File: config.mk
export PLATFORM = sky130hd
export DESIGN_NAME = count_display_driver_flat
export DESIGN_NICKNAME = d
export VERILOG_FILES = /design/src/rtl/count_display_driver_if.sv /design/src/rtl/count_display_driver.sv /design/src/flat_wrapper.sv
export SDC_FILE = /design/constraint.sdc
export NUM_CORES = 1
export LEC_CHECK = 0
export ABC_AREA = 0
export ABC_CLOCK_PERIOD_IN_PS = 4910
export CAP_MARGIN = 20
export CORE_ASPECT_RATIO = 0.7
export CORE_MARGIN = 1.5
export CORE_UTILIZATION = 42
export CTS_CLUSTER_SIZE = 14
export DETAILED_ROUTE_END_ITERATION = 8
export HOLD_SLACK_MARGIN = 0.15
export PLACE_DENSITY = 0.6
export SLEW_MARGIN = 10
export SYNTH_ARGS = -nofsm -noshare
export SYNTH_HDL_FRONTEND = slang
export SYNTH_SLANG_ARGS = --single-unit
File: constraint.sdc
create_clock -name Clk -period 4.91 [get_ports Clk]
set_clock_uncertainty 0.15 [all_clocks]
set_input_delay 0.7365 -clock Clk [delete_from_list [all_inputs] [get_ports Clk]]
set_output_delay 0.7365 -clock Clk [all_outputs]
set_load 0.03 [all_outputs]
File: src/rtl/count_display_driver_if.sv
// Display-side bundle: counter value and blank request in, multiplexed display and wrap flags out.
interface count_display_driver_if;
   logic [3:0] Count;
   logic       Blank;
   logic [6:0] Seg;
   logic [1:0] An;
   logic       WrapUp;
   logic       WrapDown;

   modport master (output Count, Blank, input Seg, An, WrapUp, WrapDown);
   modport slave  (input Count, Blank, output Seg, An, WrapUp, WrapDown);
endinterface

File: src/rtl/count_display_driver.sv
// Two-digit multiplexed 7-segment driver for a 0-15 counter, with wrap-around pulse flags.
module count_display_driver #(
   parameter int unsigned REFRESH_DIV    = 50000,
   parameter int unsigned DEAD           = 4,
   parameter bit          SEG_ACTIVE_LOW = 1'b1,
   parameter bit          DIG_ACTIVE_LOW = 1'b1
) (
   input logic                   Clk,
   input logic                   reset_n,
   count_display_driver_if.slave bus
);

   localparam int unsigned     PscW   = (REFRESH_DIV > 1) ? $clog2(REFRESH_DIV) : 1;
   localparam logic [PscW-1:0] PscMax = PscW'(REFRESH_DIV - 1);
   localparam logic [6:0]      SegOff = SEG_ACTIVE_LOW ? 7'h7F : 7'h00;
   localparam logic [1:0]      AnOff  = DIG_ACTIVE_LOW ? 2'b11 : 2'b00;

   // Active-high gfedcba pattern for one decimal digit.
   function automatic logic [6:0] seg_enc(input logic [3:0] d);
      case (d)
         4'd0:    seg_enc = 7'h3F;
         4'd1:    seg_enc = 7'h06;
         4'd2:    seg_enc = 7'h5B;
         4'd3:    seg_enc = 7'h4F;
         4'd4:    seg_enc = 7'h66;
         4'd5:    seg_enc = 7'h6D;
         4'd6:    seg_enc = 7'h7D;
         4'd7:    seg_enc = 7'h07;
         4'd8:    seg_enc = 7'h7F;
         4'd9:    seg_enc = 7'h6F;
         default: seg_enc = 7'h00;
      endcase
   endfunction

   logic [3:0]      cnt_q, cnt_d;
   logic [3:0]      cnt_prev_q, cnt_prev_d;
   logic            valid_q;
   logic            wrap_up_q, wrap_up_d;
   logic            wrap_dn_q, wrap_dn_d;
   logic [PscW-1:0] psc_q, psc_d;
   logic            slot_q, slot_d;
   logic [3:0]      disp_q, disp_d;
   logic [6:0]      seg_q, seg_d;
   logic [1:0]      an_q, an_d;

   logic       psc_wrap;
   logic       in_dead;
   logic       tens;
   logic [3:0] ones;

   // Sampling, wrap detection, scan counters and frame-boundary display load.
   always_comb begin
      cnt_d      = bus.Count;
      // First sample seeds the history so it is never compared against the reset value.
      cnt_prev_d = valid_q ? cnt_q : bus.Count;
      wrap_up_d  = valid_q && (cnt_prev_q == 4'd15) && (cnt_q == 4'd0);
      wrap_dn_d  = valid_q && (cnt_prev_q == 4'd0) && (cnt_q == 4'd15);
      psc_wrap   = (psc_q == PscMax);
      psc_d      = psc_wrap ? '0 : psc_q + 1'b1;
      slot_d     = psc_wrap ? ~slot_q : slot_q;
      // Load only at the end of the tens slot so both digits come from the same frame.
      disp_d     = (psc_wrap && slot_q) ? cnt_q : disp_q;
   end

   // Digit split and registered segment/anode drive for the current slot.
   always_comb begin
      in_dead = (32'(psc_q) < DEAD);
      tens    = (disp_q >= 4'd10);
      ones    = tens ? disp_q - 4'd10 : disp_q;
      seg_d   = SegOff;
      an_d    = AnOff;
      if (!bus.Blank && !in_dead) begin
         if (!slot_q) begin
            seg_d = seg_enc(ones) ^ SegOff;
            an_d  = AnOff ^ 2'b01;
         end else if (tens) begin
            seg_d = seg_enc(4'd1) ^ SegOff;
            an_d  = AnOff ^ 2'b10;
         end
      end
   end

   // State register with asynchronous clear.
   always_ff @(posedge Clk or negedge reset_n) begin
      if (!reset_n) begin
         cnt_q      <= 4'd0;
         cnt_prev_q <= 4'd0;
         valid_q    <= 1'b0;
         wrap_up_q  <= 1'b0;
         wrap_dn_q  <= 1'b0;
         psc_q      <= '0;
         slot_q     <= 1'b0;
         disp_q     <= 4'd0;
         seg_q      <= SegOff;
         an_q       <= AnOff;
      end else begin
         cnt_q      <= cnt_d;
         cnt_prev_q <= cnt_prev_d;
         valid_q    <= 1'b1;
         wrap_up_q  <= wrap_up_d;
         wrap_dn_q  <= wrap_dn_d;
         psc_q      <= psc_d;
         slot_q     <= slot_d;
         disp_q     <= disp_d;
         seg_q      <= seg_d;
         an_q       <= an_d;
      end
   end

   assign bus.Seg      = seg_q;
   assign bus.An       = an_q;
   assign bus.WrapUp   = wrap_up_q;
   assign bus.WrapDown = wrap_dn_q;

endmodule

File: src/flat_wrapper.sv
// flat-port wrapper written by rule: the top's interface ports become plain ports
module count_display_driver_flat 
#(
   parameter int unsigned REFRESH_DIV    = 50000,
   parameter int unsigned DEAD           = 4,
   parameter bit          SEG_ACTIVE_LOW = 1'b1,
   parameter bit          DIG_ACTIVE_LOW = 1'b1
)
  (Clk, reset_n, bus_Count, bus_Blank, bus_Seg, bus_An, bus_WrapUp, bus_WrapDown);
  count_display_driver_if bus_i ();
  input logic Clk;
  input logic reset_n;
  input wire logic [$bits(bus_i.Count)-1:0] bus_Count;
  input wire logic [$bits(bus_i.Blank)-1:0] bus_Blank;
  output wire logic [$bits(bus_i.Seg)-1:0] bus_Seg;
  output wire logic [$bits(bus_i.An)-1:0] bus_An;
  output wire logic [$bits(bus_i.WrapUp)-1:0] bus_WrapUp;
  output wire logic [$bits(bus_i.WrapDown)-1:0] bus_WrapDown;
  assign bus_i.Count = bus_Count;
  assign bus_i.Blank = bus_Blank;
  assign bus_Seg = bus_i.Seg;
  assign bus_An = bus_i.An;
  assign bus_WrapUp = bus_i.WrapUp;
  assign bus_WrapDown = bus_i.WrapDown;
  count_display_driver #(.REFRESH_DIV(REFRESH_DIV), .DEAD(DEAD), .SEG_ACTIVE_LOW(SEG_ACTIVE_LOW), .DIG_ACTIVE_LOW(DIG_ACTIVE_LOW)) u_core (.Clk(Clk), .reset_n(reset_n), .bus(bus_i));
endmodule
==> results of run 1 <==
-- how the worst min path moves through the flow --
| stage | start | end | slack [ns] | cells after the start |
|---|---|---|---|---|
| 2_1_floorplan | u_core.cnt_prev_q[0]$_DFF_PN0_ | u_core.bus.WrapDown$_DFF_PN0_ | 0.26 | 1 |
| 6_report | u_core.cnt_prev_q[0]$_DFF_PN0_ | u_core.bus.WrapDown$_DFF_PN0_ | 0.28 | 1 |
| 3_3_place_gp | u_core.cnt_prev_q[0]$_DFF_PN0_ | u_core.bus.WrapDown$_DFF_PN0_ | 0.28 | 1 |
| 5_1_grt | u_core.cnt_prev_q[0]$_DFF_PN0_ | u_core.bus.WrapDown$_DFF_PN0_ | 0.31 | 1 |
| 3_5_place_dp | u_core.cnt_prev_q[0]$_DFF_PN0_ | u_core.bus.WrapDown$_DFF_PN0_ | 0.27 | 1 |
| 4_1_cts | u_core.cnt_prev_q[0]$_DFF_PN0_ | u_core.bus.WrapDown$_DFF_PN0_ | 0.29 | 1 |
-- area by class of cell --
cell class,instances,area share
tap,55,0.0307
sequential,41,0.463
multi-input combinational,121,0.380
inverter,9,0.0151
timing repair buffer,17,0.0738
clock buffer,6,0.0324
clock inverter,2,0.00447
-- synth_stat cells (2+ instances only) --
cell      number
nor2_1         8
mux2_1         4
a21oi_1        6
mux2i_1        2
inv_1          8
ha_1           5
nand4_1        9
nand2_1       15
o22ai_1        2
clkbuf_1       8
mux2_2         3
nand3b_1       2
and3_1         2
o21ai_0        9
or3_1          3
a31oi_1        2
nor3_1         3
xnor2_1        7
xor2_1         6
and4_1         4
or4b_2         2
nor2b_1        2
nand2b_1       3
dfrtp_1       32
dfstp_2        9
nand3_1        2
-- placed cells by master, fill, tap and decap left out, drive strengths merged, types with 3 or more instances in the layout --
cell and instances:
mux2 7, nor3 3, clkdlybuf4s50 16, o21ai 10, xor2 6, inv 9
a21oi 6, xnor2 7, or3 3, dfstp 9, and4 4, nand4 9
nor4 3, nor2 8, nand2 16, clkbuf 6, ha 5, dfrtp 32
nand2b 3
-- sequential cells by signal, indices dropped and copies added, names as in the netlist --
register and count:
u_core.disp_q 4, u_core.bus.Seg 7, u_core.cnt_prev_q 4, u_core.bus.An 2, u_core.slot_q 1, u_core.cnt_q 4, u_core.psc_q 16, u_core.valid_q 1
u_core.bus.WrapDown 1, u_core.bus.WrapUp 1
-- critical path, delay by kind of cell (launching register included) --
kind | cells | cell delay [ns]
flops | 1 | 0.41
mux | 1 | 0.34
simple gates | 3 | 1.38
-- routing by layer --
| metal | GRT usage | wire length (um) | up-vias |
|---|---|---|---|
| li1 | - | - | 668 |
| met1 | 0.225 | 1660 | 661 |
| met2 | 0.261 | 1580 | 46 |
| met3 | 0.0566 | 260 | 7 |
| met4 | 0.0691 | 57 | 0 |
| met5 | 0 | 0 | - |
-- stage by stage --
step | setup WS [ns] | utilization
after floorplan | 2.84 | -
after global placement | 2.55 | 0.489
after detailed placement | 2.51 | 0.489
after CTS | 2.49 | 0.508
after global routing | 2.34 | 0.508
final | 2.51 | 0.508
-- power by group --
| group | internal [mW] | leakage (nW) | switching (mW) |
|---|---|---|---|
| Sequential | 0.347 | 0.507 | 0.00465 |
| Clock | 0.0984 | 0.0450 | 0.109 |
| Combinational | 0.0128 | 0.422 | 0.0179 |
| Total | 0.459 | 0.974 | 0.132 |
-- logic make-up after synthesis --
family,synth area share
other,0.00191
DFF,0.529
muxes,0.0504
xor gates and xnor gates,0.0581
adders and majority gates,0.0319
AOI/OAI and AO/OA,0.0932
buffers and inverters,0.0364
and+or+nand+nor,0.199
==> run summary, run 1 <==
Outcome = complete, no violations
Crit-path max cell delay = 0.63 ns
Worst path cell trace = or4_4, nor4_4, nand2_2, mux2_1
Core Region = 4400 um^2
Maximum Capacitance Violations = 0
Critical Path End Type = flip-flop
Routed vias/inst = 5.51
Pre-antenna DRT Iters = 4
Antenna violations before repair = 0
P&R area growth vs syn = 14.2%
CP Launch Type = flip-flop
Reg2Reg Depth = 4
Root Buffer = clkbuf_8
Vias in the first global route = 1375
Synth area leaders = dfrtp_1 41%, dfstp_2 12%, ha_1 3.2%, xnor2_1 3.1%, nand2_1 2.9%
Die Y-Extent = 60.1 um
Syn Inst Count = 180
CTS Buf Count = 5
Period utilization = 0.489
Antenna diodes = 0
Gr usage total = 0.170
Bufs on Longest Clock Path = 2
Synth area leader = dfrtp_1
Number of post-CTS setup repair buffers = 0
Die X = 84.6 um
Maximum fanout along the worst path = 11
Total power = 0.590 mW
Post-synth top flop = dfrtp_1
CP arrival = 2.42 ns
Hold WS = 0.283 ns
Fin nets = 207
Syn Std Cell Area = 1960 um^2
Mean post-synth cell area = 10.9 um^2
Initial DRC Count = 127
Worst R2R Setup Slack = 2.51 ns
Max Clk Rate = 417 MHz
IR drop worst, VDD = 0.000118 V
DRT Wirelength = 3560 um
Placed cells = 243
Post-synth net total = 192
Worst hold path type = reg -> reg
Crit path kind = reg -> reg
Antenna-violating nets left = 0
CP max-delay cell = nor4_4
Via Count = 1382
Clk sinks = 41
Fillers = 377
Minimum clock period = 2.40 ns
Pins Over Slew Limit = 0
Placed cell areas = 2160 um^2
Final number of hold-violating endpoints = 0
Synth top area share = 0.409
Power per cell area = 264 nW/um^2
Worst setup path end = u_core.disp_q[3]$_DFFE_PN0P_
Hold buffers post-CTS = 0
R2r endpoint = u_core.disp_q[3]$_DFFE_PN0P_
Req. time, crit path = 4.94 ns
Die area = 5090 um^2
I/O Pins = 18
RSZ-0062 raised after global routing = false
Final Cell Area = 2240 um^2
CTS H-tree lvls = 2
Leak = 0.974 nW
Number of enable flip-flop cells after synthesis = 0
Worst rel slew slack = 0.415
Global-route wire length before repair = 6600 um
Grt total ovfl = 0
# DRC = 0
Seq/Total Area, Yosys = 0.529
RD Place Congestion = 0.851
Post-synthesis register bit count = 41
Share of cells above drive strength 1 = 0.148
FF/Latch Area = 1040 um^2
Post-detail-place hpwl = 2570 um
Slew at the pin closest to its max-slew limit = 0.877 ns
Asr flop ratio synth = 1.00
CTS resizes = 0
Initial Utilization = 0.445
TritonCTS clock tree = done
Final setup vio count = 0
Clk slew on worst S/H paths = 0.07 ns
Setup TNS = 0 ns
Multi-input gate area = 851 um^2
Synth cell types = 48
Layout Cells excl Fill = 251
Worst skew pair latency = 0.30 ns
Row count = 20
Worst Setup SP = u_core.psc_q[11]$_DFF_PN0_
FF-to-FF Start = u_core.psc_q[11]$_DFF_PN0_
Wire per inst = 14.2 um
Synth Warn # = 0
Port bufs = 17
Largest net degree at the start of global routing = 42
Note: power is estimated with default switching activity, not from simulation.
==> inputs of run 2 (changes only) <==
- ABC_CLOCK_PERIOD_IN_PS: 4910 -> 2300
- clock period: 4.91 -> 2.3 ns (I/O delays scaled with it)
==> run 2 against run 1 <==
Sequential power increased by 110%. Combinational power rose by 120%. Largest power group unchanged. First-iteration DRC count grew 7.1%. Flip-flop and latch count stayed put. Non-clock buffer count increased by 5. Hold slack better by 0.016 ns. Sequential share of layout area shrank 1.5 points. Critical path depth did not move. Via count increased by 0.22%. Global-route usage fell by 0.75 points. Design area rose by 3.2%.
==> run summary, run 2 (synthesized netlist as in run 1, its figures left out) <==
Antenna-violating nets left = 0 (unchanged)
Die Y-Extent = 60.1 um (unchanged)
IR drop worst, VDD = 0.000351 V (was 0.000118 V)
CP Launch Type = flip-flop (unchanged)
CTS Buf Count = 5 (unchanged)
Largest net degree at the start of global routing = 42 (unchanged)
Fillers = 396 (was 377)
Hold Path Stages = 1 (unchanged)
DRT Wirelength = 3670 um (was 3560 um)
Final setup vio count = 0 (unchanged)
Post-detail-place hpwl = 2730 um (was 2570 um)
I/O Pins = 18 (unchanged)
Root Buffer = clkbuf_8 (unchanged)
Maximum Capacitance Violations = 0 (unchanged)
Worst skew pair latency = 0.28 ns (was 0.30 ns)
Global-route wire length before repair = 6270 um (was 6600 um)
Setup TNS = 0 ns (unchanged)
Critical Path End Type = flip-flop (unchanged)
Worst hold path type = reg -> reg (unchanged)
RD Place Congestion = 0.947 (was 0.851)
Antenna violations before repair = 0 (unchanged)
Routed vias/inst = 5.41 (was 5.51)
Commonest non-fill, non-tap cells in the layout = 32 x dfrtp_1, 16 x clkdlybuf4s50_1, 15 x nand2_1 (unchanged)
Power per cell area = 588 nW/um^2 (was 264 nW/um^2)
Worst rel slew slack = 0.428 (was 0.415)
Core Region = 4400 um^2 (unchanged)
Port bufs = 17 (unchanged)
Wire per inst = 14.3 um (was 14.2 um)
Row count = 20 (unchanged)
Maximum fanout along the worst path = 4 (was 11)
P&R area growth vs syn = 17.9% (was 14.2%)
TritonCTS clock tree = done (unchanged)
Via Count = 1385 (was 1382)
Outcome = complete, no violations (unchanged)
Period utilization = 0.901 (was 0.489)
Share of cells above drive strength 1 = 0.169 (was 0.148)
Slew at the pin closest to its max-slew limit = 0.858 ns (was 0.877 ns)
Fin nets = 212 (was 207)
Total power = 1.36 mW (was 0.590 mW)
Crit path kind = reg -> reg (unchanged)
Final Util = 0.525 (was 0.508)
CP arrival = 2.09 ns (was 2.42 ns)
Reg2Reg Depth = 4 (unchanged)
Antenna diodes = 0 (unchanged)
CTS H-tree lvls = 2 (unchanged)
Clk slew on worst S/H paths = 0.07 ns (about the same)
Initial Utilization = 0.445 (unchanged)
Max Clk Rate = 482 MHz (was 417 MHz)
RSZ-0062 raised after global routing = false (unchanged)
Number of flip-flops under the largest register name = 16 (unchanged)
Minimum clock period = 2.07 ns (was 2.40 ns)
Die X = 84.6 um (unchanged)
Vias in the first global route = 1325 (was 1375)
Worst R2R Setup Slack = 0.23 ns (was 2.51 ns)
Gr usage total = 0.162 (was 0.170)
Die area = 5090 um^2 (unchanged)
Clk sinks = 41 (unchanged)
Req. time, crit path = 2.31 ns (was 4.94 ns)
Final number of hold-violating endpoints = 0 (unchanged)
Initial DRC Count = 136 (was 127)
Bufs on Longest Clock Path = 2 (unchanged)
Reg with most FFs = u_core.psc_q (unchanged)
Commonest non-fill, non-tap cell in the layout = dfrtp_1 (unchanged)
Pins Over Slew Limit = 0 (unchanged)
Pre-antenna DRT Iters = 5 (was 4)
# DRC = 0 (unchanged)
Leak = 1.01 nW (was 0.974 nW)
Grt total ovfl = 0 (unchanged)
## run 2: final timing paths
path | endpoint | start
worst max-delay path | u_core.disp_q[2]$_DFFE_PN0P_ | u_core.psc_q[11]$_DFF_PN0_
min in group asynchronous | u_core.psc_q[6]$_DFF_PN0_ | reset_n
worst max register to register | u_core.disp_q[2]$_DFFE_PN0P_ | u_core.psc_q[11]$_DFF_PN0_
max in group asynchronous | u_core.bus.WrapUp$_DFF_PN0_ | reset_n
worst min register to register | u_core.bus.WrapDown$_DFF_PN0_ | u_core.cnt_prev_q[0]$_DFF_PN0_
worst min-delay path | u_core.bus.WrapDown$_DFF_PN0_ | u_core.cnt_prev_q[0]$_DFF_PN0_
## run 2: what timing repair did
action                                 in CTS  in global routing
endpoints found under the hold margin      32                  0
hold buffers                                1                  0
resized for setup                           0                  0
buffers inserted                            0                  0
setup endpoints to repair                   0                  0
## run 2: area by class of cell
type                    count  area [um^2]  area share
flip-flops and latches     41         1040       0.449
multi-input cells         121          851       0.368
repair buffers             22          205      0.0888
clock buffers               7          108      0.0466
well taps                  55         68.8      0.0298
inverters                   9         33.8      0.0146
clock inverters             1         7.51     0.00325
## run 2: report_power, final
part	internal [mW]	switching, mW
clock network	0.309	0.232
registers	0.742	0.00961
logic	0.0283	0.0377
## run 2: per-layer routing
layer	up-vias	wire (um)	GRT usage
met4	0	16	0.0438
met5	-	0	0
li1	676	-	-
met1	671	1820	0.220
met2	36	1620	0.256
met3	2	207	0.0497
## run 2: per-stage QoR
stage / hold WS (ns) / cells / worst slack (ns) / instance area, um^2
after floorplan: -0.101 / 180 / 0.228 / 1960
after global placement: 0.286 / 247 / 0.293 / 2190
after detailed placement: 0.290 / 247 / 0.238 / 2190
after CTS: 0.306 / 256 / 0.216 / 2310
after global routing: 0.324 / 256 / 0.146 / 2310
final: 0.299 / 256 / 0.227 / 2310
## run 2: worst max-delay path, stage by stage, from the launching register on
cell,delay (ns)
dfrtp_1,0.41
or4_4,0.58
nor4_4,0.33
nand2_2,0.14
mux2_1,0.34
